### config.mk
export PLATFORM = sky130hd
export DESIGN_NAME = regfile_bypass_sb
export DESIGN_NICKNAME = d
export VERILOG_FILES = /design/src/rtl/regfile_pkg.sv /design/src/rtl/pending_scoreboard.sv /design/src/rtl/regfile_bypass_sb.sv
export SDC_FILE = /design/constraint.sdc
export NUM_CORES = 2
export LEC_CHECK = 0
export ABC_AREA = 1
export BUFFER_PORTS_ARGS = -buffer_cell sky130_fd_sc_hd__buf_4
export CORE_MARGIN = 10
export CORE_UTILIZATION = 50
export CTS_CLUSTER_SIZE = 40
export DETAILED_ROUTE_END_ITERATION = 7
export PLACE_DENSITY = 0.62
export SLEW_MARGIN = 0
export SYNTH_ARGS = -nofsm -noshare
export SYNTH_HDL_FRONTEND = slang
export SYNTH_SLANG_ARGS = --single-unit
### constraint.sdc
create_clock -name clk -period 4.9 [get_ports clk]
set_clock_uncertainty 0.15 [all_clocks]
set_input_delay 0.735 -clock clk [delete_from_list [all_inputs] [get_ports clk]]
set_output_delay 0.735 -clock clk [all_outputs]
set_load 0.01 [all_outputs]
### src/rtl/regfile_pkg.sv
// Shared defaults and index/word types for the register file slice.
package regfile_pkg;
  localparam int DATA_W_DEF = 64;
  localparam int ADDR_W_DEF = 5;
  localparam int XZR        = 31;

  typedef logic [ADDR_W_DEF-1:0] reg_idx_t;
  typedef logic [DATA_W_DEF-1:0] reg_word_t;
endpackage

### src/rtl/pending_scoreboard.sv
// One pending bit per register; a same-cycle set beats a clear to the same index.
module pending_scoreboard #(
  parameter int NREG  = 32,
  parameter int IDX_W = 5
) (
  input  logic             clk,
  input  logic             reset,
  input  logic             set_en,
  input  logic [IDX_W-1:0] set_idx,
  input  logic             clr_en,
  input  logic [IDX_W-1:0] clr_idx,
  output logic [NREG-1:0]  pend_vec
);
  logic [NREG-1:0] pend_nxt;

  // Clear first, then set, so a freshly issued load stays outstanding.
  always_comb begin
    pend_nxt = pend_vec;
    if (clr_en) pend_nxt[clr_idx] = 1'b0;
    if (set_en) pend_nxt[set_idx] = 1'b1;
  end

  always_ff @(posedge clk) begin
    if (reset) pend_vec <= '0;
    else       pend_vec <= pend_nxt;
  end
endmodule

### src/rtl/regfile_bypass_sb.sv
// Register file with combinational read ports, WB->ID bypass and a load scoreboard
// whose per-port busy flags feed the ID stall logic.
module regfile_bypass_sb
  import regfile_pkg::*;
#(
  parameter int DATA_W    = DATA_W_DEF,
  parameter int ADDR_W    = ADDR_W_DEF,
  parameter int NUM_RD    = 2,
  parameter int ZERO_REG  = XZR,
  parameter int BYPASS_EN = 1
) (
  input  logic                     clk,
  input  logic                     reset,
  input  logic                     wr_en,
  input  logic [ADDR_W-1:0]        wr_addr,
  input  logic [DATA_W-1:0]        wr_data,
  input  logic [NUM_RD*ADDR_W-1:0] rd_addr,
  output logic [NUM_RD*DATA_W-1:0] rd_data,
  output logic [NUM_RD-1:0]        rd_byp,
  input  logic                     pend_set,
  input  logic [ADDR_W-1:0]        pend_addr,
  output logic [NUM_RD-1:0]        busy,
  output logic                     pend_any
);
  localparam int NREG = 2**ADDR_W;

  // ZERO_REG may equal NREG, which no index can reach: that disables the zero register.
  function automatic logic is_zr(input logic [ADDR_W-1:0] a);
    return int'(a) == ZERO_REG;
  endfunction

  logic [DATA_W-1:0] mem [NREG];
  logic [NREG-1:0]   pend_vec;

  always_ff @(posedge clk) begin
    if (reset) begin
      for (int r = 0; r < NREG; r++) mem[r] <= '0;
    end else if (wr_en && !is_zr(wr_addr)) begin
      mem[wr_addr] <= wr_data;
    end
  end

  pending_scoreboard #(.NREG(NREG), .IDX_W(ADDR_W)) u_sb (
    .clk      (clk),
    .reset    (reset),
    .set_en   (pend_set && !is_zr(pend_addr)),
    .set_idx  (pend_addr),
    .clr_en   (wr_en),
    .clr_idx  (wr_addr),
    .pend_vec (pend_vec)
  );

  assign pend_any = |pend_vec;

  for (genvar i = 0; i < NUM_RD; i++) begin : g_rd
    logic [ADDR_W-1:0] ra;
    logic              zr;
    logic              hit;
    assign ra  = rd_addr[i*ADDR_W +: ADDR_W];
    assign zr  = is_zr(ra);
    assign hit = (BYPASS_EN != 0) && wr_en && (wr_addr == ra);

    // A bypassed read already has its value, so it must not stall.
    assign rd_data[i*DATA_W +: DATA_W] = zr ? '0 : (hit ? wr_data : mem[ra]);
    assign rd_byp[i] = !zr && hit;
    assign busy[i]   = !zr && !hit && pend_vec[ra];
  end
endmodule
==> Word-level counts from Yosys, hierarchy flattened <==
Memories as Yosys holds them, arrays and structs flattened.
Cells that the tools add are included.
{ "classes": {"n_lt_le_gt_ge": 6, "n_eq_ne": 6, "muxes": 22, "bitwise_logic": 3, "reduce_logical": 20} }
{ "op_table": {"columns": ["operator", "n"], "rows": [
  ["$mux 64", 5],
  ["$mux 32", 2],
  ["$reduce_or 64->1", 1],
  ["$and 32x32->32", 1],
  ["$not 32->32", 1],
  ["$or 32x32->32", 1],
  ["$reduce_or 32->1", 1],
  ["$lt 5x6->1 const B", 4],
  ["$eq 5x1->1 const B", 4],
  ["$logic_and 1x1->1", 12],
  ["$bmux 1 s5", 2],
  ["$demux 1 s5", 2],
  ["$eq 5x5->1", 2],
  ["$ge 5x1->1 const B", 2],
  ["$mux 1", 10],
  ["$logic_not 1->1", 6],
  ["$mux 5", 1]
]} }
{ "word_totals": {"register_bits": 32, "ramBits": 2048, "n_memories": 1} }
{ "memory_table": {"columns": ["memory", "words", "width", "read_ports", "rd_clocked_by_memory_dff", "wr", "line_no", "rtl"], "rows": [
  ["mem", 32, 64, 2, 0, 32, "regfile_bypass_sb.sv:32", "logic [DATA_W-1:0] mem [NREG];"]
]} }

==> Depth between registers and ports, before layout <==
{ "logic_depth": {"depth_word": 9, "ltp_mapped": 13, "mapped_depth_nobuf": 9} }

==> Modules after synthesis <==
Synthesis repeated with hierarchy kept, for this count alone.
{ "unflattened": {"cells_unflattened": 14593, "hier_area_um2": 114967.8} }
{ "modules_own_cells": {"columns": ["mod", "n_inst", "cells_per_inst", "area_per_inst_um2", "seq_area_each_um2"], "rows": [
  ["regfile_bypass_sb", 1, 14388, 113521.4, 61499.0],
  ["pending_scoreboard", 1, 205, 1446.4, 640.6]
]} }

==> Worst setup path after synthesis <==
Ideal clock, no wire load.
{ "synth_path": {"path_kind": "input-to-reg", "from": "input wr_addr[2]", "to": "memory mem[18][0] (netlist name), enable pin", "setup_time_ns": 0.689, "t_arrival_ns": 3.122, "path_slack_ns": 0.939, "cell_stages": 11, "path_buffers": 4, "cell_sequence": "buf_2 > inv_1 > nor3_2 > nand2_1 > nand2_1 > inv_2 > buf_4 > nand3_1 > buf_4 > buf_4 > nand2_1"} }
{ "synth_rtl": {"columns": ["item", "line_no", "rtl"], "rows": [
  ["start: declaration", "regfile_bypass_sb.sv:15", "input logic [ADDR_W-1:0] wr_addr,"],
  ["end: declaration", "regfile_bypass_sb.sv:32", null]
]} }

==> Worst setup path in the final report <==
{ "layout_path": {"from": "input rd_addr[2]", "to": "output rd_data[33]"} }
{ "layout_between": {"elab_chain_len": 4, "elab_cells_between_ends": 6, "cone_classes": "eq/ne: 2; mux: 2; reduce/logical: 1; memory: 1"} }
{ "layout_rtl": {"columns": ["item", "line_no", "rtl"], "rows": [
  ["start: declaration", "regfile_bypass_sb.sv:17", "input logic [NUM_RD*ADDR_W-1:0] rd_addr,"],
  ["parallel branches: the longest is 3 deep, another holds $mem_v2 32x64", null, null],
  ["$mux 64 *", "regfile_bypass_sb.sv:64", "assign rd_data[i*DATA_W +: DATA_W] = zr ? '0 : (hit ? wr_data : mem[ra]);"],
  ["end: declaration", "regfile_bypass_sb.sv:18", "output logic [NUM_RD*DATA_W-1:0] rd_data,"]
]} }
Mark *: on every way between the ends.

==> flow_results.org <==
** Critical path
- STA classifies the critical path startpoint as an input pin.
- Slowest library cell on the worst path :: sky130_fd_sc_hd__nand3_1
- Of all nets on the critical path, the largest fanout is 64.
- Crit path capture type :: primary output
- Data on the critical path is required at its endpoint by 4.01 ns.
- Together, buffers and inverters on the worst path number 5.
- Walking the worst path, the cells encountered are buf_8 -> inv_8 -> o22ai_1 -> nor2_1 -> nand3_1 -> nand2_1 -> clkinv_2 -> buf_12 -> nand3_1 -> nand2_1 -> buf_4.
- Data arrival time of the worst path :: 3.68 ns
- Category of the critical setup timing path :: input pin to primary output
- Kind of cell adding the most delay to the critical path :: buffers and inverters
- For this run, the slowest stage of the critical path takes 0.56 ns.

** Cells and area
- The layout has 20326 filler cells.
- Total area of sequential cells :: 62100 sq um
- In the final layout, the share of cells above drive strength 1 is 6.56%.
- Post-route non-filler standard cell count :: 17219
- With fillers left out, the area of the finished cells amounts to 126000 sq um.
- Combined area of the multi-input logic cells :: 46900 sq um
- In the final design database the tool counted 14098 nets.
- From synthesis to final layout, the design area changed by 10.1%.

** Yosys
- Number of distinct library cells after synthesis :: 24
- Cell area after synthesis :: 114000 sq um
- Top FF cell, synth :: sky130_fd_sc_hd__edfxtp_1
- EDFF count, synth :: 2048
- Yosys top cell area share :: 53.7%
- Count leader, synth :: sky130_fd_sc_hd__nand2_1
- Summed over all instances, the cell type with the most area after synthesis is sky130_fd_sc_hd__edfxtp_1.
- Share of flip-flops with an asynchronous set or reset :: 0%
- Synthesis handed over a netlist of 14510 instances.
- Counting flops and latches in the post-synthesis netlist gives 2080.
- During synthesis, Yosys emitted a total of 0 warnings.
- By area the synthesized netlist is led by sky130_fd_sc_hd__edfxtp_1, sky130_fd_sc_hd__nand2_1, sky130_fd_sc_hd__nand3_1.
- Counting instances in the post-synthesis netlist gives the leading cell types as sky130_fd_sc_hd__nand2_1, sky130_fd_sc_hd__nand3_1, sky130_fd_sc_hd__edfxtp_1.
- Avg Synthesized Cell Area :: 7.89 sq um
- Register area share after synthesis :: 54.3%

** Place
- The placed instances occupy a cell area of 119000 sq um.
- Placed cell count :: 16791
- OpenSTA, run right after detailed placement, puts the worst setup slack at 0.611 ns.
- Number of buffers added on ports :: 220
- Placed wire-length estimate after detailed placement :: 274 mm
- Routability-driven placement finished with a final weighted congestion of 0.926.

** Floorplan
- The core region is 227000 sq um.
- I/O pin total :: 221
- Number of cell rows :: 175
- Die area :: 248000 sq um
- The floorplan step set the die height to 498 um.
- Initial cell density of the core :: 50.3%
- The die is 498 um wide.

** Timing
- Dividing the final minimum period by the clock period gives 93.1%.
- Setup violations remaining at the end of the flow were counted as 0.
- Setup repair after global routing left no endpoint under its margin.
- Tightest slew margin relative to the limit :: 5.10%
- Derived from the worst setup path, the maximum achievable clock frequency is 219 MHz.
- After routing, the total negative slack on setup checks comes to 0 ns.
- Final Slew Violations :: 0
- Final count of hold timing violations :: 0
- For the pin with the worst max-slew slack, the measured transition is 1.42 ns.
- The routed design could run at a clock period as short as 4.56 ns.
- Setup slack closes at 0.339 ns.

** Run status
- Violations in the final reports :: design-rule violations
- The run finished, with violations left.

** Min path
- The worst hold path belongs to the class input pin to register.

** Global route
- Global-route wire length before repair :: 725 mm
- Total congestion overflow :: 0
- The initial antenna violation count is 15.
- Total global routing track utilization :: 38.9%
- Entering global routing, the biggest net connects 201 pins.
- Via count of the first global-routing pass :: 106032

** Route
- Dividing the detail-routed via count by the number of cells gives 6.51.
- Routed wire length per instance :: 29.5 um
- Pre-Repair DR Iteration Count :: 8
- In this run the remaining antenna-violating nets after routing total 0.
- After the first detailed-routing iteration, the DRC count stood at 18819.
- After detailed routing, the number of remaining DRC violations is 8.
- The routed layout has 112067 vias.
- Final wirelength :: 507 mm

** Power
- The worst-case IR drop observed on VDD is 0.424 mV.
- Total power per unit cell area :: 352 nW/um^2
- Summed over all cells, the static leakage comes to 51.3 nW.
- Design Power :: 44.4 mW

** Clock tree
- The root buffer cell chosen for the clock tree is sky130_fd_sc_hd__clkbuf_16.
- Buffer count from post-CTS setup fixing :: 0
- Number of buffers inserted during clock tree synthesis :: 225
- After clock tree synthesis, the clock-pin slew on the worst setup and hold paths is 0.06 ns.
- At the later pin of the worst-skew pair, clock insertion delay measures 0.87 ns.
- The clock passes through at most 3 buffers.
- Once the clock tree was built, the resizer swapped 0 gates to a different size.
- Number of sinks on the clock net :: 2080
- CTS built an H-tree with a depth of 4.
- CTS tree :: built

** Run
- Max-capacitance violation count :: 0
==> power by group <==
part / switching, mW / internal (mW) / total (mW)
Sequential: 0.496 / 20.5 / 21.0
Combinational: 5.01 / 1.75 / 6.76
Clock: 7.48 / 9.12 / 16.6
==> area by class of cell <==
class	instances	share of cell area, %
Sequential cell	2080	49.3
Multi-Input combinational cell	11047	37.2
Clock buffer	287	4.74
Timing Repair Buffer	554	4.63
Tap cell	3009	2.99
Clock inverter	131	0.749
Inverter	102	0.359
Antenna cell	9	0.0179
==> worst paths after layout <==
| path | cells after the start | from | slack [ns] | endpoint |
|---|---|---|---|---|
| hold reg to reg | 2 | u_sb.pend_vec[2] | 0.35 | u_sb.pend_vec[2] |
| hold / removal | 4 | pend_addr[4] | 0.09 | u_sb.pend_vec[12] |
| setup reg to reg | 2 | u_sb.pend_vec[31] | 4.04 | u_sb.pend_vec[31] |
| setup / recovery | 11 | rd_addr[2] | 0.34 | rd_data[33] |
==> state kept, by name, summed over array words and instances, names as in the netlist <==
register	flops
mem	2048
u_sb.pend_vec	32
==> metrics by stage <==
step | utilization (%) | hold slack [ns]
after global placement | 52.4 | 0.324
after floorplan | - | 0.302
after CTS | 55.4 | 0.0491
after global routing | 55.4 | 0.100
after detailed placement | 52.4 | 0.327
final | 55.4 | 0.0946
==> cells by family after synthesis <==
| logic type | after synthesis | synth area share (%) |
|---|---|---|
| AND/OR/NAND/NOR | 10926 | 40.0 |
| flip-flops | 2080 | 54.3 |
| buffers and inverters | 1446 | 5.43 |
| other | 1 | 0.00328 |
| AO/OA/AOI/OAI | 57 | 0.258 |
==> worst min-delay path, delay by kind of cell <==
family / cells / cell delay, ns
compound gates: 1 / 0.06
simple gates: 2 / 0.16
buf+inv: 1 / 0.11
==> repair_timing <==
action	CTS	global route
endpoints found under the setup margin	0	0
hold endpoints to repair	12	0
hold buffers	1	0
==> per-layer routing <==
layer  part of all wire, %  vias up  wire length (um)  global-route usage (%)
met5                 0.012        -                61                       0
met4                   7.8       10             39300                    25.5
met3                    15     2131             77700                    11.4
met2                    42     9541            213000                    56.8
met1                    35    53049            177000                    50.3
li1                      -    47336                 -                       -
==> placed cells by master, fill, tap and decap left out, types with 11 or more instances in the layout <==
cell type | Yosys | layout
sky130_fd_sc_hd__inv_1 | 92 | 85
sky130_fd_sc_hd__nand2_1 | 5114 | 5073
sky130_fd_sc_hd__dfxtp_1 | 32 | 32
sky130_fd_sc_hd__a21oi_1 | 40 | 40
sky130_fd_sc_hd__clkinv_1 | 3 | 69
sky130_fd_sc_hd__nand2_4 | 0 | 41
sky130_fd_sc_hd__clkinv_2 | 0 | 40
sky130_fd_sc_hd__nor2_1 | 2007 | 2005
sky130_fd_sc_hd__buf_12 | 0 | 129
sky130_fd_sc_hd__bufinv_16 | 0 | 11
sky130_fd_sc_hd__o21ai_0 | 11 | 11
sky130_fd_sc_hd__edfxtp_1 | 2048 | 2048
sky130_fd_sc_hd__buf_4 | 114 | 415
sky130_fd_sc_hd__clkbuf_16 | 0 | 230
sky130_fd_sc_hd__nand3_4 | 0 | 20
sky130_fd_sc_hd__clkbuf_1 | 771 | 57
sky130_fd_sc_hd__nand3_1 | 3773 | 3753
sky130_fd_sc_hd__conb_1 | 1 | 64
sky130_fd_sc_hd__nor3_1 | 15 | 15
Note: power is estimated with default switching activity, not from simulation.
